## src/rtl/rpn_pkg.sv

```systemverilog
// rtl/rpn_pkg.sv - opcode constants, FSM state encodings and MUL feature switch for rpn_sequencer
//
// Purpose: shared definitions imported by rpn_alu and rpn_sequencer.
// Ports:   none (package).
// Config:  macro RPN_MUL_EN -- when defined, opcode 7 is MUL; when undefined, opcode 7 is illegal.
package rpn_pkg;

  // Opcodes carried in the low three bits of an operator token.
  localparam logic [2:0] OP_ADD  = 3'd0;
  localparam logic [2:0] OP_SUB  = 3'd1;
  localparam logic [2:0] OP_AND  = 3'd2;
  localparam logic [2:0] OP_OR   = 3'd3;
  localparam logic [2:0] OP_XOR  = 3'd4;
  localparam logic [2:0] OP_DUP  = 3'd5;
  localparam logic [2:0] OP_DROP = 3'd6;
  localparam logic [2:0] OP_MUL  = 3'd7;

  // Sequencer FSM state encodings.
  typedef logic [2:0] state_t;
  localparam state_t S_IDLE  = 3'd0;
  localparam state_t S_POP_B = 3'd1;
  localparam state_t S_POP_A = 3'd2;
  localparam state_t S_PEEK  = 3'd3;
  localparam state_t S_PUSH  = 3'd4;

`ifdef RPN_MUL_EN
  localparam bit MUL_EN = 1'b1;
`else
  localparam bit MUL_EN = 1'b0;
`endif

endpackage

```

## src/rtl/rpn_alu.sv

```systemverilog
// rtl/rpn_alu.sv - combinational result generator for the RPN sequencer
//
// Purpose: computes the value to push for an operator token.
// Ports:
//   a      in  WIDTH  older stack entry
//   b      in  WIDTH  top stack entry (also the DUP value)
//   op     in  3      opcode
//   result out WIDTH  a op b, modulo 2^WIDTH; b for DUP/DROP
// Config: macro RPN_MUL_EN enables opcode 7 (low WIDTH bits of a*b).
module rpn_alu
  import rpn_pkg::*;
#(
  parameter int WIDTH = 8
) (
  input  logic [WIDTH-1:0] a,
  input  logic [WIDTH-1:0] b,
  input  logic [2:0]       op,
  output logic [WIDTH-1:0] result
);

  always_comb begin
    // Pass-through of b covers DUP (push the peeked top) and DROP (unused).
    result = b;
    case (op)
      OP_ADD: result = a + b;
      OP_SUB: result = a - b;
      OP_AND: result = a & b;
      OP_OR:  result = a | b;
      OP_XOR: result = a ^ b;
`ifdef RPN_MUL_EN
      // WIDTH-bit context keeps only the low bits of the product.
      OP_MUL: result = a * b;
`endif
      default: result = b;
    endcase
  end

endmodule

```

## src/rtl/rpn_sequencer.sv

```systemverilog
// rtl/rpn_sequencer.sv - reverse-Polish token evaluator driving an external 8-bit stack
//
// Purpose: accepts operand/operator tokens, sequences pop/pop/push on the stack,
//          tracks occupancy locally and raises sticky error flags.
// Ports:
//   clk, rst_n                 clock, asynchronous active-low reset
//   tok_valid/tok_ready        token handshake (ready only in IDLE)
//   tok_is_op, tok_data        token kind and operand value / opcode (low 3 bits)
//   stk_push, stk_pop          one-cycle stack strobes, never together
//   stk_data_in, stk_data_out  value pushed / current stack top
//   res_valid, res_data        operator result pulse and held value
//   depth                      current stack occupancy
//   err_underflow/overflow/illegal  sticky errors, cleared by err_clr
// Config: macro RPN_MUL_EN (see rpn_pkg) selects MUL vs illegal for opcode 7.
module rpn_sequencer
  import rpn_pkg::*;
#(
  parameter int WIDTH = 8,
  parameter int DEPTH = 8,
  parameter int CNT_W = $clog2(DEPTH+1)
) (
  input  logic             clk,
  input  logic             rst_n,
  input  logic             tok_valid,
  output logic             tok_ready,
  input  logic             tok_is_op,
  input  logic [WIDTH-1:0] tok_data,
  output logic             stk_push,
  output logic             stk_pop,
  output logic [WIDTH-1:0] stk_data_in,
  input  logic [WIDTH-1:0] stk_data_out,
  output logic             res_valid,
  output logic [WIDTH-1:0] res_data,
  output logic [CNT_W-1:0] depth,
  output logic             err_underflow,
  output logic             err_overflow,
  output logic             err_illegal,
  input  logic             err_clr
);

  localparam logic [CNT_W-1:0] FULL = CNT_W'(DEPTH);

  state_t           state_q, state_d;
  logic             ready_q;
  logic             is_op_q, is_op_d;
  logic [2:0]       op_q, op_d;
  logic [WIDTH-1:0] a_q, a_d;
  logic [WIDTH-1:0] b_q, b_d;
  logic [WIDTH-1:0] res_q, res_d;
  logic [CNT_W-1:0] depth_q, depth_d;
  logic             unf_q, unf_d;
  logic             ovf_q, ovf_d;
  logic             ill_q, ill_d;

  logic             accept;
  logic [2:0]       tok_op;
  logic             is_empty, is_full, lt_two;
  logic [WIDTH-1:0] alu_result;

  rpn_alu #(.WIDTH(WIDTH)) u_alu (
    .a      (a_q),
    .b      (b_q),
    .op     (op_q),
    .result (alu_result)
  );

  assign accept   = tok_valid & ready_q;
  assign tok_op   = tok_data[2:0];
  assign is_empty = (depth_q == '0);
  assign is_full  = (depth_q == FULL);
  assign lt_two   = is_empty | (depth_q == CNT_W'(1));

  // Strobes decode straight from the state register so an async reset
  // forces them low immediately.
  assign stk_push    = (state_q == S_PUSH);
  assign stk_pop     = (state_q == S_POP_B) | (state_q == S_POP_A);
  assign res_valid   = stk_push & is_op_q;
  // Operand pushes reuse b_q as the holding register.
  assign stk_data_in = stk_push ? (is_op_q ? alu_result : b_q) : '0;
  // Result is visible in the same cycle as its pulse, then held.
  assign res_data    = res_valid ? alu_result : res_q;

  assign tok_ready     = ready_q;
  assign depth         = depth_q;
  assign err_underflow = unf_q;
  assign err_overflow  = ovf_q;
  assign err_illegal   = ill_q;

  always_comb begin
    state_d = state_q;
    is_op_d = is_op_q;
    op_d    = op_q;
    a_d     = a_q;
    b_d     = b_q;
    res_d   = res_q;
    // Clear first so a same-cycle error re-sets its flag.
    unf_d   = unf_q & ~err_clr;
    ovf_d   = ovf_q & ~err_clr;
    ill_d   = ill_q & ~err_clr;

    case (state_q)
      S_IDLE: begin
        if (accept) begin
          if (!tok_is_op) begin
            if (is_full) begin
              ovf_d = 1'b1;
            end else begin
              is_op_d = 1'b0;
              b_d     = tok_data;
              state_d = S_PUSH;
            end
          end else begin
            is_op_d = 1'b1;
            op_d    = tok_op;
            if (tok_op == OP_MUL && !MUL_EN) begin
              ill_d = 1'b1;
            end else if (tok_op == OP_DUP) begin
              if (is_empty)     unf_d   = 1'b1;
              else if (is_full) ovf_d   = 1'b1;
              else              state_d = S_PEEK;
            end else if (tok_op == OP_DROP) begin
              if (is_empty) unf_d   = 1'b1;
              else          state_d = S_POP_B;
            end else begin
              if (lt_two) unf_d   = 1'b1;
              else        state_d = S_POP_B;
            end
          end
        end
      end
      S_POP_B: begin
        b_d     = stk_data_out;
        state_d = (op_q == OP_DROP) ? S_IDLE : S_POP_A;
      end
      S_POP_A: begin
        a_d     = stk_data_out;
        state_d = S_PUSH;
      end
      S_PEEK: begin
        b_d     = stk_data_out;
        state_d = S_PUSH;
      end
      S_PUSH: begin
        if (is_op_q) res_d = alu_result;
        state_d = S_IDLE;
      end
      default: state_d = S_IDLE;
    endcase
  end

  always_comb begin
    depth_d = depth_q;
    if (stk_push)     depth_d = depth_q + CNT_W'(1);
    else if (stk_pop) depth_d = depth_q - CNT_W'(1);
  end

  always_ff @(posedge clk or negedge rst_n) begin
    if (!rst_n) begin
      state_q <= S_IDLE;
      ready_q <= 1'b0;
      is_op_q <= 1'b0;
      op_q    <= '0;
      a_q     <= '0;
      b_q     <= '0;
      res_q   <= '0;
      depth_q <= '0;
      unf_q   <= 1'b0;
      ovf_q   <= 1'b0;
      ill_q   <= 1'b0;
    end else begin
      state_q <= state_d;
      ready_q <= (state_d == S_IDLE);
      is_op_q <= is_op_d;
      op_q    <= op_d;
      a_q     <= a_d;
      b_q     <= b_d;
      res_q   <= res_d;
      depth_q <= depth_d;
      unf_q   <= unf_d;
      ovf_q   <= ovf_d;
      ill_q   <= ill_d;
    end
  end

endmodule

```

## config.mk

```make
export PLATFORM = sky130hd
export DESIGN_NAME = rpn_sequencer
export DESIGN_NICKNAME = d
export VERILOG_FILES = /design/src/rtl/rpn_pkg.sv /design/src/rtl/rpn_alu.sv /design/src/rtl/rpn_sequencer.sv
export SDC_FILE = /design/constraint.sdc
export NUM_CORES = 1
export LEC_CHECK = 0
export BUFFER_PORTS_ARGS = -buffer_cell sky130_fd_sc_hd__buf_2
export CORE_ASPECT_RATIO = 0.7
export CORE_MARGIN = 2
export CORE_UTILIZATION = 40
export CTS_BUF_LIST = sky130_fd_sc_hd__clkbuf_16
export DETAILED_ROUTE_END_ITERATION = 10
export SLEW_MARGIN = 20
export SYNTH_ARGS = -nofsm -noshare
export SYNTH_HDL_FRONTEND = slang
export SYNTH_SLANG_ARGS = --single-unit
export TNS_END_PERCENT = 20
```

## constraint.sdc

```tcl
create_clock -name clk -period 3.4 [get_ports clk]
set_clock_uncertainty 0.05 [all_clocks]
set_input_delay 0.68 -clock clk [delete_from_list [all_inputs] [get_ports clk]]
set_output_delay 0.68 -clock clk [all_outputs]
set_load 0.01 [all_outputs]
```

==> metrics.md, run 1 <==
| Metric | Value |
|---|---|
| Outcome | finished with violations |
| Violations in the final reports | setup timing |
| Non-filler instance count after layout | between 400 and 500 |
| Clock Latency Late Sink | roughly 280 ps |
| Max_cap viols | 0 |
| Via density per instance | 5.38 |
| Critical path peak fanout | 2 |
| Leakage power of the design | 1.76 nW |
| Height of the chip | 74.1 um |
| Library cell occupying the most area in the post-synthesis netlist | dfrtp_1 |
| Dpl hpwl | 6170 um |
| Placed Instances | 468 |
| Post-synth EDFFs | 0 |
| Critical path data arrival time | between 2000 and 3000 ps |
| Synth warnings | 0 |
| Die Wd | 104 um |
| Critical path's slowest cell | dfrtp_1 |
| Synthesized cell area | 2810 um2 |
| Number of global-route vias before repair | 2467 |
| Most instantiated flip-flop cell in the synthesis netlist | dfrtp_1 |
| Synth unique cells | 55 |
| Area of the multi-input gates | 1780 um2 |
| Total gr overflow | 0 |
| Critical path class | reg2out |
| Worst-case reg-to-reg path depth | 12 |
| Final Max Tran Viols | 0 |
| Relative slew slack | 0.393 |
| Setup repair after global routing missed its margin | true |
| Synthesized netlist net count | 373 |
| Crit-path leading delay family | compound AO/OA/AOI/OAI gates |
| Total of fill cells in the finished design | 663 |
| Required time of the critical path | 2670 ps |
| Class of the tightest hold or removal check | reg2reg |
| Antenna Violating Nets Remaining | 0 |
| CP dominant cell by count | o31a_1 |
| Critical Path Start Type | register |
| Final routed DRC violation total | 0 |
| Total CTS buffers | 5 |
| Clock tree from TritonCTS | done |
| Final number of setup-violating endpoints | 2 |
| Final layout net count | 439 |
| Total of flip-flops plus latches after synthesis | 39 |
| Tcrit/Tclk final | 1.03 |
| Max stage delay on crit path | 380 ps |
| Site Rows | 25 |
| Power density over the cells | 1240 nW/um2 |
| VDD IR-drop max | 0.000434 V |
| Starting utilization of the core area | 0.414 |
| Leading cell types in the layout, fill and taps excluded | buf_2 (47), nand2_1 (46), dfrtp_1 (37) |
| Setup TNS Final | -127 ps |
| Final-report hold violation count | 0 |
| Antenna violations before repair | 0 |
| Worst-case clock buffer depth | 2 |
| Floorplan core area | a little under 7000 um2 |
| Top area cells in the synthesized netlist | dfrtp_1 (35%), ha_1 (12%), nand2_1 (6.4%) |
| Total buffers and inverters traversed by the critical path | 2 |
| Share of async-settable or async-resettable flops after synthesis | 1.00 |
| Number of inserted diodes | 0 |
| Detailed-routing iteration count for the pre-antenna-repair pass | 6 |
| Final worst slack | -87.5 ps |
| Input/output buffers | 47 |
| Type of destination of the critical path | primary output |
| Number of gates on the worst path with buffers counted | 12 |
| Mean instance size in the synthesized netlist | 8.70 um2 |
| Worst slew pin tran | around 910 ps |
| Maximum number of pins on one net before global-route repair | 40 |
| Ports | 48 |
| Achievable clock frequency | 0.287 GHz |
| H-Tree Level Count | 2 |
| Share of Yosys cell area claimed by the top area cell type | 0.347 |
| Post-Route Hold Slack | 422 ps |
| Root buffer cell | clkbuf_16 |
| Total routed wirelength | 7970 um |
| Global placer's final weighted congestion | 0.898 |
| Count of routing violations after the opening detailed-route iteration | 201 |
| Final routed wire length divided by cell count | 16.5 um |
| Number of cells on the worst hold path | 1 |
| Proportion of synthesized chip area in sequential cells | 0.347 |
| Total clock sinks | 39 |
| Most common cell after layout, fill and taps aside | buf_2 |
| Global-route wire length before repair | 13500 um |
| Total Routing Usage GR | 0.226 |
| Area taken by flip-flops and latches | 978 um2 |
| Min Clock Period, post-route | 3490 ps |
| Post-synthesis to final-layout area growth | 25.3% |
| Clock Pin Slew Worst Setup and Hold Paths | 60 ps |
| Ratio of cells with drive above 1 in the final layout | 0.287 |
| Worst path cell trace | inv_2 > ha_4 > nand2_4 > o21ai_2 > xnor2_1 > ha_1 > a21o_1 > and2_4 > o31a_1 > o31a_1 > a211oi_2 > buf_2 |
| Die area | 7730 um2 |
| Vias | 2604 |
| Number of instances in the synthesized netlist | about 320 |
-- repair_timing --
item | 4_1_cts | 5_1_grt
hold buffers | 0 | 0
gates cloned | 0 | 0
buffers inserted | 6 | 2
endpoints found under the setup margin | 6 | 10
pin swaps | 13 | 8
gates resized for setup | 18 | 8
-- path summary, 6_finish.rpt --
kind / slack (ps) / start / endpoint
setup / recovery: -90 / b_q[0] / stk_data_in[6]
hold / removal: 420 / res_q[1] / res_q[1]
setup reg to reg: 890 / b_q[0] / res_q[6]
hold reg to reg: 420 / res_q[1] / res_q[1]
max in group asynchronous: 2190 / rst_n / b_q[2]
min in group asynchronous: 480 / rst_n / depth[0]
-- kinds of logic (layout without fill, tap and decap cells) --
| kind of cell | count (synthesis) | count (layout) | synth area share |
|---|---|---|---|
| AOI/OAI and AO/OA | 103 | 103 | 0.234 |
| xor gates and xnor gates | 13 | 13 | 0.0405 |
| adders and majority gates | 29 | 29 | 0.132 |
| buffers and inverters | 37 | 104 | 0.0503 |
| DFF | 39 | 39 | 0.347 |
| muxes | 9 | 9 | 0.0320 |
| and+or+nand+nor | 93 | 93 | 0.164 |
-- cells in the mapped netlist, drive strengths merged (3+ instances only) --
cell type,number
nand2,51
dfrtp,39
o21ai,32
ha,28
inv,26
a21oi,23
nor2,16
xnor2,12
a21o,9
mux2i,9
o22ai,9
clkbuf,8
nor3,6
nor2b,5
a211oi,3
a31oi,3
buf,3
o211ai,3
o21a,3
-- sequential cells by signal, indices dropped and copies added (netlist names), 3 cells and up --
signal / count
res_q: 8
a_q: 8
state_q: 3
b_q: 8
depth: 4
op_q: 3
-- stage by stage --
| stage | setup slack [ps] | utilization | area [um2] | power [mW] |
|---|---|---|---|---|
| finish | -87.5 | 0.519 | 3520 | 4.38 |
| global route | -208 | 0.519 | 3520 | 4.80 |
| CTS | -120 | 0.512 | 3470 | 4.25 |
| detailed placement | 60.7 | 0.476 | 3230 | 3.57 |
| global placement | 96.7 | 0.476 | 3230 | 3.55 |
| floorplan | 56.5 | - | 2810 | 2.71 |
-- metal layers --
metal | wire (um) | GRT usage | share of wire | vias up
met3 | 570 | 0.0500 | 0.072 | 8
li1 | - | - | - | 1277
met2 | 3050 | 0.311 | 0.38 | 108
met4 | 57 | 0.0450 | 0.0072 | 0
met5 | 0 | 0 | 0 | -
met1 | 4290 | 0.357 | 0.54 | 1211
-- where the power goes --
group | leakage (nW) | internal [mW] | switching [mW] | total, mW
clock | 0.0726 | 0.268 | 0.192 | 0.460
sequential | 0.482 | 0.679 | 0.269 | 0.948
combinational | 1.20 | 1.33 | 1.65 | 2.97
-- cell type report --
cell class	instances	area share
Clock buffer	5	0.0355
Clock inverter	3	0.00462
Inverter	26	0.0277
Multi-Input combinational cell	247	0.505
Sequential cell	39	0.278
Tap cell	94	0.0334
Timing Repair Buffer	70	0.116
Note: power is estimated with default switching activity, not from simulation.
==> inputs of run 2 (changes only) <==
==> constraint.sdc (replaced) <==
create_clock -name clk -period 3.4 [get_ports clk]
set_clock_uncertainty 0.05 [all_clocks]
set_input_delay 0.68 -clock clk [delete_from_list [all_inputs] [get_ports clk]]
set_output_delay 0.68 -clock clk [all_outputs]
set_load 0.005 [all_outputs]
==> metrics.md, run 2 (synthesized netlist as in run 1, its figures left out) <==
| Metric | Value |
|---|---|
| Final routed DRC violation total | 0 (unchanged) |
| Achievable clock frequency | 0.285 GHz (was 0.287 GHz) |
| Final cell utilization of the core | 0.519 (about the same) |
| Clock Pin Slew Worst Setup and Hold Paths | 60 ps (about the same) |
| Post-placement setup slack | 68.2 ps (was 60.7 ps) |
| Starting utilization of the core area | 0.414 (unchanged) |
| CP dominant cell by count | o31a_1 (unchanged) |
| Max stage delay on crit path | 400 ps (was 380 ps) |
| Tcrit/Tclk final | 1.03 (about the same) |
| Final number of setup-violating endpoints | 2 (unchanged) |
| Power density over the cells | 1230 nW/um2 (was 1240 nW/um2) |
| Worst-case clock buffer depth | 2 (unchanged) |
| VDD IR-drop max | 0.000380 V (was 0.000434 V) |
| Ratio of cells with drive above 1 in the final layout | 0.282 (was 0.287) |
| Flop2flop setup slack | 960 ps (was 890 ps) |
| Worst path cell trace | inv_2 > ha_4 > nand2_4 > o21ai_2 > xnor2_1 > ha_1 > a21o_1 > and2_4 > o31a_1 > o31a_1 > a211oi_2 > buf_2 (unchanged) |
| Height of the chip | 74.1 um (unchanged) |
| Worst slew pin tran | 890 ps (was 911 ps) |
| Outcome | finished with violations (unchanged) |
| Number of global-route vias before repair | 2501 (was 2467) |
| Global placer's final weighted congestion | 0.913 (was 0.898) |
| Vias | 2591 (was 2604) |
| Clock tree from TritonCTS | done (unchanged) |
| Critical path peak fanout | 2 (unchanged) |
| Relative slew slack | 0.406 (was 0.393) |
| Total CTS buffers | 5 (unchanged) |
| Root buffer cell | clkbuf_16 (unchanged) |
| Total routed wirelength | 8110 um (was 7970 um) |
| Total clock sinks | 39 (unchanged) |
| Type of destination of the critical path | primary output (unchanged) |
| Global-route wire length before repair | 13500 um (about the same) |
| Total gr overflow | 0 (unchanged) |
| Largest registers | a_q x8, b_q x8, res_q x8 (unchanged) |
| Required time of the critical path | 2670 ps (about the same) |
| Violations in the final reports | setup timing (unchanged) |
| Input/output buffers | 47 (unchanged) |
| Most common cell after layout, fill and taps aside | buf_2 (unchanged) |
| Antenna violations before repair | 0 (unchanged) |
| Maximum number of pins on one net before global-route repair | 40 (unchanged) |
| Final-report hold violation count | 0 (unchanged) |
| Die area | 7730 um2 (unchanged) |
| Final worst slack | -112 ps (was -87.5 ps) |
| Final Max Tran Viols | 0 (unchanged) |
| Setup repair after global routing missed its margin | true (unchanged) |
| Dpl hpwl | 6340 um (was 6170 um) |
| Ports | 48 (unchanged) |
| Clock Latency Late Sink | 280 ps (about the same) |
| Min Clock Period, post-route | 3510 ps (was 3490 ps) |
| Critical Path Start Type | register (unchanged) |
| Final routed wire length divided by cell count | 16.9 um (was 16.5 um) |
| Area of all placed cells without fillers | 3520 um2 (about the same) |
| Via density per instance | 5.39 (was 5.38) |
| Placed cell area | 3240 um2 (was 3230 um2) |
| Number of inserted diodes | 0 (unchanged) |
| Critical path data arrival time | 2780 ps (was 2760 ps) |
| Total Routing Usage GR | 0.226 (about the same) |
| Area taken by flip-flops and latches | 978 um2 (unchanged) |
| H-Tree Level Count | 2 (unchanged) |
| Die Wd | 104 um (unchanged) |
| Class of the tightest hold or removal check | reg2reg (unchanged) |
| Area of the multi-input gates | 1770 um2 (was 1780 um2) |
| Antenna Violating Nets Remaining | 0 (unchanged) |
| Final layout net count | 437 (was 439) |
| Site Rows | 25 (unchanged) |
| Max_cap viols | 0 (unchanged) |
| Critical path class | reg2out (unchanged) |
| Total of fill cells in the finished design | 670 (was 663) |
| Post-CTS Hold Fix Bufs | 0 (unchanged) |
| Detailed-routing iteration count for the pre-antenna-repair pass | 4 (was 6) |
| Leading cell types in the layout, fill and taps excluded | buf_2 (47), nand2_1 (46), dfrtp_1 (37) (unchanged) |
| Count of routing violations after the opening detailed-route iteration | 173 (was 201) |
| Post-synthesis to final-layout area growth | 25.3% (about the same) |
| Leakage power of the design | 1.76 nW (about the same) |
| Floorplan core area | 6790 um2 (unchanged) |
| Critical path's slowest cell | dfrtp_1 (unchanged) |
[run 2: cell count changes in the layout (fill, tap and decap cells not counted), sizes merged]
cell	delta
buf	-2
clkinv	-2
bufinv	+1
clkinvlp	+1
inv	-1
[run 2: path summary, 6_finish.rpt]
kind | startpoint | endpoint | cells past startpoint
worst max-delay path | b_q[0] | stk_data_in[6] | 12
worst min-delay path | res_q[0] | res_q[0] | 1
worst max register to register | b_q[0] | res_q[6] | 11
worst min register to register | res_q[0] | res_q[0] | 1
max in group asynchronous | rst_n | op_q[1] | 1
min in group asynchronous | rst_n | depth[0] | 1
[run 2: per-stage QoR]
stage / hold WS (ps) / std cells / total power, mW / setup TNS (ps)
2_1_floorplan: 334 / 323 / 2.65 / 0
3_3_place_gp: 406 / 469 / 3.47 / 0
3_5_place_dp: 414 / 469 / 3.52 / 0
4_1_cts: 426 / 480 / 4.26 / -283
5_1_grt: 464 / 481 / 4.73 / -1220
6_report: 424 / 481 / 4.33 / -164
[run 2: critical path, delay by kind of cell (launching register included)]
kind                     cells  cell delay [ps]
AO/OA/AOI/OAI                5             1120
adder cells (fa/ha/maj)      2              410
flip-flops                   1              400
buffers and inverters        2              220
AND/OR/NAND/NOR              2              210
XOR/XNOR                     1              130
[run 2: cell type report]
class / instances / share of cell area
multi-input combinational: 247 / 0.504
sequential: 39 / 0.278
timing repair buffer: 68 / 0.112
clock buffer: 5 / 0.0355
tap: 94 / 0.0334
inverter: 26 / 0.0277
clock inverter: 2 / 0.0107
[run 2: layer usage]
metal | wire length (um) | share of wire | global-route usage | vias to the layer above
met5 | 0 | 0 | 0 | -
met4 | 65 | 0.0080 | 0.0420 | 0
met3 | 678 | 0.084 | 0.0596 | 9
met2 | 3130 | 0.39 | 0.324 | 98
met1 | 4230 | 0.52 | 0.342 | 1220
li1 | - | - | - | 1264
[run 2: what timing repair did]
item / 4_1_cts / 5_1_grt
gates cloned: 0 / 0
setup endpoints to repair: 8 / 10
buffers inserted: 4 / 1
gates resized for setup: 20 / 5
pin swaps: 13 / 10
[run 2: power breakdown]
part           leakage [nW]  internal [mW]  switching, mW
Sequential            0.482          0.679          0.283
Clock                0.0759          0.342          0.186
Combinational          1.20           1.27           1.57
==> inputs of run 3 (changes only) <==
--- a/config.mk
+++ b/config.mk
@@ -11,6 +11,7 @@
 export CORE_UTILIZATION = 40
 export CTS_BUF_LIST = sky130_fd_sc_hd__clkbuf_16
 export DETAILED_ROUTE_END_ITERATION = 10
+export SETUP_SLACK_MARGIN = 0.15
 export SLEW_MARGIN = 20
 export SYNTH_ARGS = -nofsm -noshare
 export SYNTH_HDL_FRONTEND = slang
==> metrics.md, run 3 (synthesized netlist as in run 1, its figures left out) <==
| Metric | Value |
|---|---|
| Critical Path Start Type | register (unchanged) |
| Setup repair after global routing missed its margin | true (unchanged) |
| Area of all placed cells without fillers | 3540 um2 (was 3520 um2) |
| Global-route wire length before repair | 13600 um (was 13500 um) |
| Clock tree from TritonCTS | done (unchanged) |
| Antenna violations before repair | 0 (unchanged) |
| Largest registers | a_q x8, b_q x8, res_q x8 (unchanged) |
| Total CTS buffers | 5 (unchanged) |
| Final routed DRC violation total | 0 (unchanged) |
| Final number of setup-violating endpoints | 3 (was 2) |
| Ratio of cells with drive above 1 in the final layout | 0.287 (was 0.282) |
| Input/output buffers | 47 (unchanged) |
| Outcome | finished with violations (unchanged) |
| Total Routing Usage GR | 0.227 (was 0.226) |
| VDD IR-drop max | 0.000415 V (was 0.000380 V) |
| Count of routing violations after the opening detailed-route iteration | 174 (was 173) |
| Ports | 48 (unchanged) |
| Starting utilization of the core area | 0.414 (unchanged) |
| Critical path data arrival time | 2790 ps (was 2780 ps) |
| Die Wd | 104 um (unchanged) |
| Clock Pin Slew Worst Setup and Hold Paths | 60 ps (about the same) |
| Placed cell area | 3240 um2 (unchanged) |
| Worst-case clock buffer depth | 2 (unchanged) |
| Final routed wire length divided by cell count | 17.1 um (was 16.9 um) |
| Max_cap viols | 0 (unchanged) |
| Critical path peak fanout | 2 (unchanged) |
| Final cell utilization of the core | 0.522 (was 0.519) |
| Vias | 2600 (was 2591) |
| Height of the chip | 74.1 um (unchanged) |
| Floorplan core area | 6790 um2 (unchanged) |
| Tcrit/Tclk final | 1.04 (was 1.03) |
| Worst path cell trace | inv_2 > ha_4 > nand2_4 > o21ai_2 > xnor2_1 > ha_1 > a21o_1 > and2_4 > o31a_1 > o31a_1 > a211oi_2 > buf_2 (unchanged) |
| Crit-path leading delay family | compound AO/OA/AOI/OAI gates (unchanged) |
| Type of destination of the critical path | primary output (unchanged) |
| Most common cell after layout, fill and taps aside | buf_2 (unchanged) |
| Root buffer cell | clkbuf_16 (unchanged) |
| Required time of the critical path | 2670 ps (about the same) |
| Power density over the cells | 1250 nW/um2 (was 1230 nW/um2) |
| Global placer's final weighted congestion | 0.913 (unchanged) |
| Min Clock Period, post-route | 3520 ps (was 3510 ps) |
| Clock Latency Late Sink | 280 ps (about the same) |
| Die area | 7730 um2 (unchanged) |
| CP dominant cell by count | o31a_1 (unchanged) |
| Leakage power of the design | 1.76 nW (about the same) |
| Worst slew pin tran | 885 ps (was 890 ps) |
| Final Max Tran Viols | 0 (unchanged) |
| Final-report hold violation count | 0 (unchanged) |
| Total gr overflow | 0 (unchanged) |
| Class of the tightest hold or removal check | reg2reg (unchanged) |
| Setup TNS Final | -185 ps (was -164 ps) |
| H-Tree Level Count | 2 (unchanged) |
| Total routed wirelength | 8220 um (was 8110 um) |
| Final worst slack | -120 ps (was -112 ps) |
| Critical path's slowest cell | dfrtp_1 (unchanged) |
| Post-synthesis to final-layout area growth | 26.0% (was 25.3%) |
| Final layout net count | 437 (unchanged) |
| Critical path class | reg2out (unchanged) |
| Number of inserted diodes | 0 (unchanged) |
| Total clock sinks | 39 (unchanged) |
| Via density per instance | 5.41 (was 5.39) |
| Max stage delay on crit path | 400 ps (about the same) |
| Site Rows | 25 (unchanged) |
| Leading cell types in the layout, fill and taps excluded | buf_2 (47), nand2_1 (46), dfrtp_1 (37) (unchanged) |
| Dpl hpwl | 6340 um (unchanged) |
| Relative slew slack | 0.410 (was 0.406) |
| Total buffers and inverters traversed by the critical path | 2 (unchanged) |
| Number of global-route vias before repair | 2532 (was 2501) |
| Achievable clock frequency | 0.284 GHz (was 0.285 GHz) |
| Violations in the final reports | setup timing (unchanged) |
| Antenna Violating Nets Remaining | 0 (unchanged) |
| Post-placement setup slack | 68.2 ps (unchanged) |
| Maximum number of pins on one net before global-route repair | 40 (unchanged) |
| Detailed-routing iteration count for the pre-antenna-repair pass | 5 (was 4) |
## run 3: power breakdown
group          internal (mW)  switching [mW]  total, mW
Clock                  0.342           0.188      0.530
Sequential             0.679           0.287      0.965
Combinational           1.30            1.62       2.92
## run 3: worst paths after layout
path	from	endpoint	slack, ps	cells past startpoint
worst max register to register	b_q[0]	res_q[6]	960	11
worst min-delay path	res_q[0]	res_q[0]	420	1
max in group asynchronous	rst_n	op_q[1]	2220	1
min in group asynchronous	rst_n	depth[0]	470	1
worst min register to register	res_q[0]	res_q[0]	420	1
worst max-delay path	b_q[0]	stk_data_in[6]	-120	12
## run 3: routing by layer
metal,track usage,wire (um)
met1,0.341,4440
met2,0.329,3140
met3,0.0605,551
met4,0.0465,81
met5,0,0
## run 3: repair_timing
action | CTS | global route
setup buffers | 4 | 1
gates resized for setup | 22 | 7
endpoints found under the setup margin | 12 | 12
pin swaps | 21 | 12
hold buffers | 0 | 0
## run 3: metrics by stage
stage	std cells	power, mW	hold WS, ps
after floorplan	323	2.65	334
after global placement	469	3.47	406
after detailed placement	469	3.52	414
after CTS	480	4.30	426
after global routing	481	4.79	464
final	481	4.42	424
## run 3: final cells by class
cell class,count,area [um2]
fill,665,3240
multi-input combinational,247,1790
sequential,39,978
timing repair buffer,68,397
clock buffer,5,125
tap,94,118
inverter,26,97.6
clock inverter,2,37.5
